[config.mk]
export PLATFORM = sky130hd
export DESIGN_NAME = cam_pixel_capture
export DESIGN_NICKNAME = d
export VERILOG_FILES = /design/src/rtl/cam_pkg.sv /design/src/rtl/cam_byte_packer.sv /design/src/rtl/cam_pixel_capture.sv
export SDC_FILE = /design/constraint.sdc
export NUM_CORES = 1
export LEC_CHECK = 0
export ABC_AREA = 1
export CAP_MARGIN = 20
export CORE_MARGIN = 2
export CORE_UTILIZATION = 50
export DETAILED_ROUTE_END_ITERATION = 10
export GPL_ROUTABILITY_DRIVEN = 0
export PLACE_DENSITY = 0.75
export RECOVER_POWER = 100
export SETUP_SLACK_MARGIN = 0.3
export SLEW_MARGIN = 40
export SYNTH_ARGS = -nofsm -noshare
export SYNTH_HDL_FRONTEND = slang
export SYNTH_SLANG_ARGS = --single-unit
export TNS_END_PERCENT = 1
[constraint.sdc]
create_clock -name CLK_24 -period 2.46 [get_ports CLK_24]
set_input_delay 0.492 -clock CLK_24 [delete_from_list [all_inputs] [get_ports CLK_24]]
set_output_delay 0.492 -clock CLK_24 [all_outputs]
set_load 0.01 [all_outputs]
[src/rtl/cam_pkg.sv]
// cam_pkg: shared definitions for the camera capture block.
//  - cam_state_e : capture FSM states (WAIT_VS, SKIP, FRAME)
//  - default VGA geometry and counter widths used as top-level parameter defaults
//  - RGB565 field widths and the resulting pixel width
//  - cnt_width() : width needed to hold a down-counter starting at n (at least 1)
package cam_pkg;

  typedef enum logic [1:0] {
    ST_WAIT_VS = 2'd0,
    ST_SKIP    = 2'd1,
    ST_FRAME   = 2'd2
  } cam_state_e;

  localparam int DEF_H_ACTIVE    = 640;
  localparam int DEF_V_ACTIVE    = 480;
  localparam int DEF_X_W         = 10;
  localparam int DEF_Y_W         = 9;
  localparam int DEF_SKIP_FRAMES = 2;

  localparam int BYTE_W  = 8;
  localparam int RGB_R_W = 5;
  localparam int RGB_G_W = 6;
  localparam int RGB_B_W = 5;
  localparam int PIX_W   = RGB_R_W + RGB_G_W + RGB_B_W;

  function automatic int cnt_width(input int n);
    return (n > 0) ? $clog2(n + 1) : 1;
  endfunction

endpackage

[src/rtl/cam_byte_packer.sv]
// cam_byte_packer: pairs sensor bytes into 16-bit RGB565 words.
// Ports:
//  clk, rst   : capture clock, synchronous active-high reset
//  href, data : registered sensor HREF and data byte
//  pix_stb    : high in the cycle the low byte is present (word complete)
//  pix_word   : {held high byte, current byte}, meaningful while pix_stb=1
//  href_fall  : HREF went 1->0 between the previous and current sample
//  odd_err    : HREF fell while a high byte was still waiting for its partner
module cam_byte_packer
  import cam_pkg::*;
(
  input  logic              clk,
  input  logic              rst,
  input  logic              href,
  input  logic [BYTE_W-1:0] data,
  output logic              pix_stb,
  output logic [PIX_W-1:0]  pix_word,
  output logic              href_fall,
  output logic              odd_err
);

  // phase_lo = 1 means the next byte is the low byte of a pixel.
  logic              phase_lo;
  logic              href_d;
  logic [BYTE_W-1:0] hi_byte;

  always_ff @(posedge clk) begin
    if (rst) begin
      phase_lo <= 1'b0;
      href_d   <= 1'b0;
      hi_byte  <= '0;
    end else begin
      href_d <= href;
      if (!href) begin
        phase_lo <= 1'b0;
      end else begin
        if (!phase_lo) hi_byte <= data;
        phase_lo <= ~phase_lo;
      end
    end
  end

  assign pix_stb   = href & phase_lo;
  assign pix_word  = {hi_byte, data};
  assign href_fall = href_d & ~href;
  // phase_lo still reflects the last byte of the line during the fall cycle.
  assign odd_err   = href_fall & phase_lo;

endmodule

[src/rtl/cam_pixel_capture.sv]
// cam_pixel_capture: captures an 8-bit parallel camera bus (RGB565, high byte
// first) clocked from our own 24 MHz clock and emits coordinate-tagged pixels.
// Ports:
//  CLK_24, RESET       : capture clock, synchronous active-high reset
//  ENABLE              : capture enable, only looked at on VSYNC rising edges
//  CAM_VSYNC/HREF/D    : sensor bus, registered once before use
//  PIX_DATA/X/Y        : pixel and its coordinates, updated only with PIX_VALID
//  PIX_VALID           : one-cycle strobe; there is no backpressure, the
//                        consumer must accept every strobe in the cycle it occurs
//  FRAME_START         : with the strobe of pixel (0,0)
//  LINE_END            : with the strobe of pixel X=H_ACTIVE-1
//  FRAME_DONE          : cycle after the VSYNC rise closing an output frame
//  ERR_GEOM            : sticky geometry error, cleared by FRAME_START
//  FRAME_CNT           : completed output frames, wraps
//  DBG_STATE           : current capture FSM state
module cam_pixel_capture
  import cam_pkg::*;
#(
  parameter int H_ACTIVE    = DEF_H_ACTIVE,
  parameter int V_ACTIVE    = DEF_V_ACTIVE,
  parameter int X_W         = DEF_X_W,
  parameter int Y_W         = DEF_Y_W,
  parameter int SKIP_FRAMES = DEF_SKIP_FRAMES
) (
  input  logic              CLK_24,
  input  logic              RESET,
  input  logic              ENABLE,
  input  logic              CAM_VSYNC,
  input  logic              CAM_HREF,
  input  logic [BYTE_W-1:0] CAM_D,
  output logic [PIX_W-1:0]  PIX_DATA,
  output logic              PIX_VALID,
  output logic [X_W-1:0]    PIX_X,
  output logic [Y_W-1:0]    PIX_Y,
  output logic              FRAME_START,
  output logic              LINE_END,
  output logic              FRAME_DONE,
  output logic              ERR_GEOM,
  output logic [7:0]        FRAME_CNT,
  output cam_state_e        DBG_STATE
);

  localparam int SK_W = cnt_width(SKIP_FRAMES);
  localparam logic [SK_W-1:0] SKIP_INIT = SK_W'(SKIP_FRAMES);
  // Counters carry one extra bit so over-long lines/frames never wrap back
  // into the active window.
  localparam logic [X_W:0]   X_LIM   = (X_W+1)'(H_ACTIVE);
  localparam logic [X_W:0]   X_LAST  = (X_W+1)'(H_ACTIVE - 1);
  localparam logic [Y_W:0]   Y_LIM   = (Y_W+1)'(V_ACTIVE);
  localparam logic [Y_W+1:0] V_LINES = (Y_W+2)'(V_ACTIVE);

  // Input stage: sensor runs from our clock, a single register is enough.
  logic              vs_r, vs_prev, href_r;
  logic [BYTE_W-1:0] d_r;

  always_ff @(posedge CLK_24) begin
    if (RESET) begin
      vs_r    <= 1'b0;
      vs_prev <= 1'b0;
      href_r  <= 1'b0;
      d_r     <= '0;
    end else begin
      vs_r    <= CAM_VSYNC;
      vs_prev <= vs_r;
      href_r  <= CAM_HREF;
      d_r     <= CAM_D;
    end
  end

  logic vs_rise;
  assign vs_rise = vs_r & ~vs_prev;

  logic             pix_stb, href_fall, odd_err;
  logic [PIX_W-1:0] pix_word;

  cam_byte_packer u_packer (
    .clk      (CLK_24),
    .rst      (RESET),
    .href     (href_r),
    .data     (d_r),
    .pix_stb  (pix_stb),
    .pix_word (pix_word),
    .href_fall(href_fall),
    .odd_err  (odd_err)
  );

  // X = pixels seen so far in this line, Y = non-empty lines closed since vs_rise.
  logic [X_W:0] x_cnt;
  logic [Y_W:0] y_cnt;
  logic         line_closed;

  assign line_closed = href_fall && (x_cnt != '0);

  always_ff @(posedge CLK_24) begin
    if (RESET) begin
      x_cnt <= '0;
      y_cnt <= '0;
    end else begin
      if (href_fall)
        x_cnt <= '0;
      else if (pix_stb && (x_cnt != '1))
        x_cnt <= x_cnt + (X_W+1)'(1);

      if (vs_rise)
        y_cnt <= '0;
      else if (line_closed && (y_cnt != '1))
        y_cnt <= y_cnt + (Y_W+1)'(1);
    end
  end

  // Line count as seen by a vs_rise: a line closing in the same cycle counts.
  logic [Y_W+1:0] lines_total;
  assign lines_total = {1'b0, y_cnt} + (Y_W+2)'(line_closed);

  // Capture FSM
  cam_state_e      state_q, state_d;
  logic [SK_W-1:0] skip_q, skip_d;
  logic            frame_done_d;

  always_ff @(posedge CLK_24) begin
    if (RESET) begin
      state_q <= ST_WAIT_VS;
      skip_q  <= SKIP_INIT;
    end else begin
      state_q <= state_d;
      skip_q  <= skip_d;
    end
  end

  always_comb begin
    state_d      = state_q;
    skip_d       = skip_q;
    frame_done_d = 1'b0;
    if (vs_rise) begin
      case (state_q)
        ST_WAIT_VS: begin
          if (skip_q != '0)  state_d = ST_SKIP;
          else if (ENABLE)   state_d = ST_FRAME;
        end
        ST_SKIP: begin
          if (skip_q != '0) skip_d = skip_q - SK_W'(1);
          // The frame that just ended was the last one to drop.
          if (skip_q <= SK_W'(1)) state_d = ENABLE ? ST_FRAME : ST_WAIT_VS;
        end
        ST_FRAME: begin
          frame_done_d = 1'b1;
          state_d      = ENABLE ? ST_FRAME : ST_WAIT_VS;
        end
        default: state_d = ST_WAIT_VS;
      endcase
    end
  end

  assign DBG_STATE = state_q;

  // Pixel acceptance and markers
  logic pix_ok, start_d, line_end_d, geom_err;

  assign pix_ok     = pix_stb && (state_q == ST_FRAME) && (x_cnt < X_LIM) && (y_cnt < Y_LIM);
  assign start_d    = pix_ok && (x_cnt == '0) && (y_cnt == '0);
  assign line_end_d = pix_ok && (x_cnt == X_LAST);

  assign geom_err = odd_err
                  | (href_fall && (x_cnt != X_LIM))
                  | (vs_rise && (state_q == ST_FRAME) && (lines_total != V_LINES))
                  | (href_r && vs_r);

  always_ff @(posedge CLK_24) begin
    if (RESET) begin
      PIX_DATA    <= '0;
      PIX_VALID   <= 1'b0;
      PIX_X       <= '0;
      PIX_Y       <= '0;
      FRAME_START <= 1'b0;
      LINE_END    <= 1'b0;
      FRAME_DONE  <= 1'b0;
      ERR_GEOM    <= 1'b0;
      FRAME_CNT   <= '0;
    end else begin
      PIX_VALID   <= pix_ok;
      FRAME_START <= start_d;
      LINE_END    <= line_end_d;
      FRAME_DONE  <= frame_done_d;
      if (pix_ok) begin
        PIX_DATA <= pix_word;
        PIX_X    <= x_cnt[X_W-1:0];
        PIX_Y    <= y_cnt[Y_W-1:0];
      end
      if (frame_done_d) FRAME_CNT <= FRAME_CNT + 8'd1;
      // A new error in the start cycle must survive the clear.
      if (geom_err)     ERR_GEOM <= 1'b1;
      else if (start_d) ERR_GEOM <= 1'b0;
    end
  end

endmodule

==> flow_metrics.tcl <==
set metrics [dict create \
    status "finished, final reports clean" \
    synth.area.top_cells "dfxtp_1 45%, inv_1 8.6%, nand2_1 7.3%, a21oi_1 4.6%, ha_1 3.8%" \
    cts_max_path_buffers 2 \
    grt_pass1_wl_um 15600 \
    place_hpwl_um 6740 \
    post_drt_wl_per_cell_um 13.4 \
    grt_start_max_net_pins 29 \
    path_cells "dlygate4sd3_1 > clkbuf_1 > nor2_1 > inv_1 > a21oi_1 > o21a_1" \
    portBuffers 62 \
    arrival_ns 2.43 \
    cpPeakStageDelay_ns 0.76 \
    p_comb_frac 0.052 \
    via_count 3620 \
    ir_drop_uv 329 \
    clk_latency_ns 0.37 \
    p_per_area_nw_per_um2 523 \
    tightestPinTransition_ns 1.00 \
    first_iter_violations 179 \
    p_leak_nw 2.14 \
    syn_area_um2 4230 \
    postSynthAreaPerCell_um2 7.84 \
    drv_cap 0 \
    dp_cells 696 \
    coreArea_um2 8220 \
    area_growth_pct 22.0 \
    p_clk_frac 0.369 \
    root_buffer "clkbuf_8" \
    final_layout_size_suffix_gt1_frac 0.128 \
    synth-async-reset-ratio 0 \
    synth_seq_cells 94 \
    clkSinkCount 94 \
    initial_core_util 0.514 \
    slew_violations 0 \
    antenna_left 0 \
    grt-busiest-layer "met2" \
    cp_max_fo 24 \
    met2_usage 0.358 \
    path_class "primary input to flop" \
    start_kind "primary input" \
    dr.pass1.iters 5 \
    hp-class "flop to flop" \
    fmax_mhz 463 \
    clk_pin_slew_ns 0.10 \
    yosys_warnings 0 \
    slew_headroom 0.331 \
    final_cell_count_no_fill 713 \
    skew_ns 0.0116 \
    netlist.area_leader.share 0.445 \
    htree_levels 3 \
    p_sw_mw 0.681 \
    switching_share 0.253 \
    postLayoutCellArea_um2 5150 \
    seq_area_um2 1890 \
    rsz0062_at_grt "false" \
    drc 0 \
    post-synth-top-area-cell "dfxtp_1" \
    global_route.usage.met1 0.277 \
    setup_tns_ns 0 \
    antenna_found_initial 0 \
    setup_viol 0 \
    critPathCaptureType "flop" \
    cts_hold_buf 0 \
    antenna_cells 0 \
    viasPerCell 5.08 \
    placed_area_um2 4920 \
    seqPwrFrac 0.579 \
    finalHoldViolations 0 \
    grt_pass1_vias 3460 \
    layout.nets 629 \
    syn_inst 539 \
    critical_path_required_ns 2.73 \
    dieHeight_um 95.9 \
    synthDistinctLibCells 38 \
    io_pins 63 \
    cts_tree "built" \
    use_met3 0.0454 \
    finalCritPeriodShare 0.878 \
    path_buf_inv 3 \
    period_needed_ns 2.16 \
    slowest_stage "clkbuf_1" \
    fp.dieW_um 95.9 \
    cts_buffers 9 \
    internal-power_mw 2.01 \
    multiInputGateArea_um2 1880 \
    die_area_um2 9200 \
    fill_cells 749 \
    fp-row-count 33 \
    synthFlopType "dfxtp_1" \
    cp_top_family "buffers and inverters" \
    drt_wl_total_um 9580 \
    synth_edf_count 0 \
    finalPower_mw 2.69 \
    postLayoutCoreUtil 0.627 \
    synth_nets 565 \
    yosysSeqAreaShare 0.445 \
    gr-usage-all-layers 0.217 \
    grt_overflow 0 \
]
-- worst register-to-register path, cell delays in order (launching register included) --
cell and delay, ns:
dfxtp_1 0.35, inv_1 0.19, nand3_2 0.13, inv_1 0.08
nand2_2 0.07, nand2_1 0.06, inv_1 0.06, ha_4 0.17
ha_4 0.17, xnor2_2 0.14, nand3_1 0.10, nor2_1 0.13
nand2_1 0.08, nor2_1 0.10, nand2_1 0.06, nand2_1 0.05
nand2_1 0.05
-- per-stage QoR --
| step | setup slack, ns | hold WS (ns) |
|---|---|---|
| 6_report | 0.299 | 0.454 |
| 5_1_grt | 0.153 | 0.485 |
| 4_1_cts | 0.305 | 0.462 |
| 3_5_place_dp | 0.184 | 0.444 |
| 3_3_place_gp | 0.277 | 0.446 |
| 2_1_floorplan | 0.344 | 0.423 |
-- flip-flops by register name, summed over array words and instances, names as in the netlist, 8 cells and up --
signal            cells
FRAME_CNT             8
PIX_DATA             16
PIX_X                10
PIX_Y                 9
d_r                   8
u_packer.hi_byte      8
x_cnt                11
y_cnt                10
-- power groups by stage --
| stage | registers, mW | logic, mW | clock network (mW) |
|---|---|---|---|
| 4_1_cts | 1.56 | 0.144 | 1.01 |
| 6_report | 1.56 | 0.140 | 0.993 |
| 5_1_grt | 1.56 | 0.157 | 1.07 |
| 3_3_place_gp | 1.60 | 0.134 | 0 |
| 2_1_floorplan | 1.60 | 0.0872 | 0 |
| 3_5_place_dp | 1.60 | 0.143 | 0 |
-- cell type report --
cell class,count,area share
sequential,94,0.366
multi-input combinational,327,0.364
timing repair buffer,69,0.133
inverter,102,0.0748
clock buffer,10,0.0267
tap,105,0.0255
clock inverter,6,0.00995
-- metal layers --
layer | wire, um | vias to the layer above
met3 | 379 | 21
met5 | 0 | -
met2 | 4570 | 96
met1 | 4410 | 1662
li1 | - | 1841
met4 | 221 | 0
-- worst paths after layout --
check | startpoint | to | depth (start not counted) | slack [ns]
worst max-delay path | RESET | x_cnt[8] | 6 | 0.30
worst min-delay path | PIX_DATA[10] | PIX_DATA[10] | 2 | 0.45
worst max register to register | x_cnt[3] | ERR_GEOM | 16 | 0.36
worst min register to register | PIX_DATA[10] | PIX_DATA[10] | 2 | 0.45
-- timing repair --
item	in CTS	in global routing
setup buffers	1	0
pin swaps	2	0
endpoints found under the setup margin	1	1
resized for setup	7	19
-- synthesized netlist by cell type (2+ instances only) --
| cell | instances |
|---|---|
| nor3b_1 | 3 |
| xor2_1 | 15 |
| nand4_1 | 5 |
| nand2_1 | 82 |
| nor3_1 | 11 |
| o22ai_1 | 25 |
| o21ai_2 | 9 |
| buf_6 | 5 |
| nand3_1 | 27 |
| clkbuf_1 | 6 |
| nor2_4 | 3 |
| inv_1 | 97 |
| o21ai_1 | 2 |
| nand2_2 | 14 |
| a21oi_1 | 39 |
| inv_2 | 3 |
| dfxtp_1 | 94 |
| ha_1 | 13 |
| nor2_1 | 42 |
| o21ai_0 | 16 |
| buf_4 | 4 |
| o21ai_4 | 2 |
| nor2_2 | 6 |
| o21a_1 | 2 |
-- cells in the final DEF, fill, tap and decap left out, types with 2 or more instances in the layout --
cell type | synthesis | routed
a21oi_1 | 39 | 39
buf_4 | 4 | 4
buf_8 | 0 | 2
clkbuf_8 | 0 | 10
clkdlybuf4s50_1 | 0 | 11
clkinvlp_4 | 0 | 3
dfxtp_1 | 94 | 89
dfxtp_2 | 0 | 5
dlygate4sd3_1 | 0 | 51
ha_1 | 13 | 10
ha_4 | 0 | 2
inv_1 | 97 | 91
inv_2 | 3 | 9
inv_6 | 0 | 2
nand2_1 | 82 | 90
nand2_2 | 14 | 7
nand3_1 | 27 | 25
nand3_2 | 1 | 3
nand4_1 | 5 | 5
nor2_1 | 42 | 38
nor2_2 | 6 | 8
nor2_4 | 3 | 5
nor3_1 | 11 | 11
nor3b_1 | 3 | 3
o21a_1 | 2 | 2
o21ai_0 | 16 | 16
o21ai_1 | 2 | 2
o21ai_2 | 9 | 9
o21ai_4 | 2 | 2
o22ai_1 | 25 | 25
xor2_1 | 15 | 15
-- kinds of logic (layout without fill, tap and decap cells) --
group	Yosys count	in the layout	synth area share
xor gates and xnor gates	16	16	0.0332
buffers and inverters	118	187	0.118
DFF	94	94	0.445
and+or+nand+nor	201	201	0.227
adders and majority gates	13	13	0.0385
AOI/OAI and AO/OA	97	97	0.138
(Power assumes the default switching activity.)
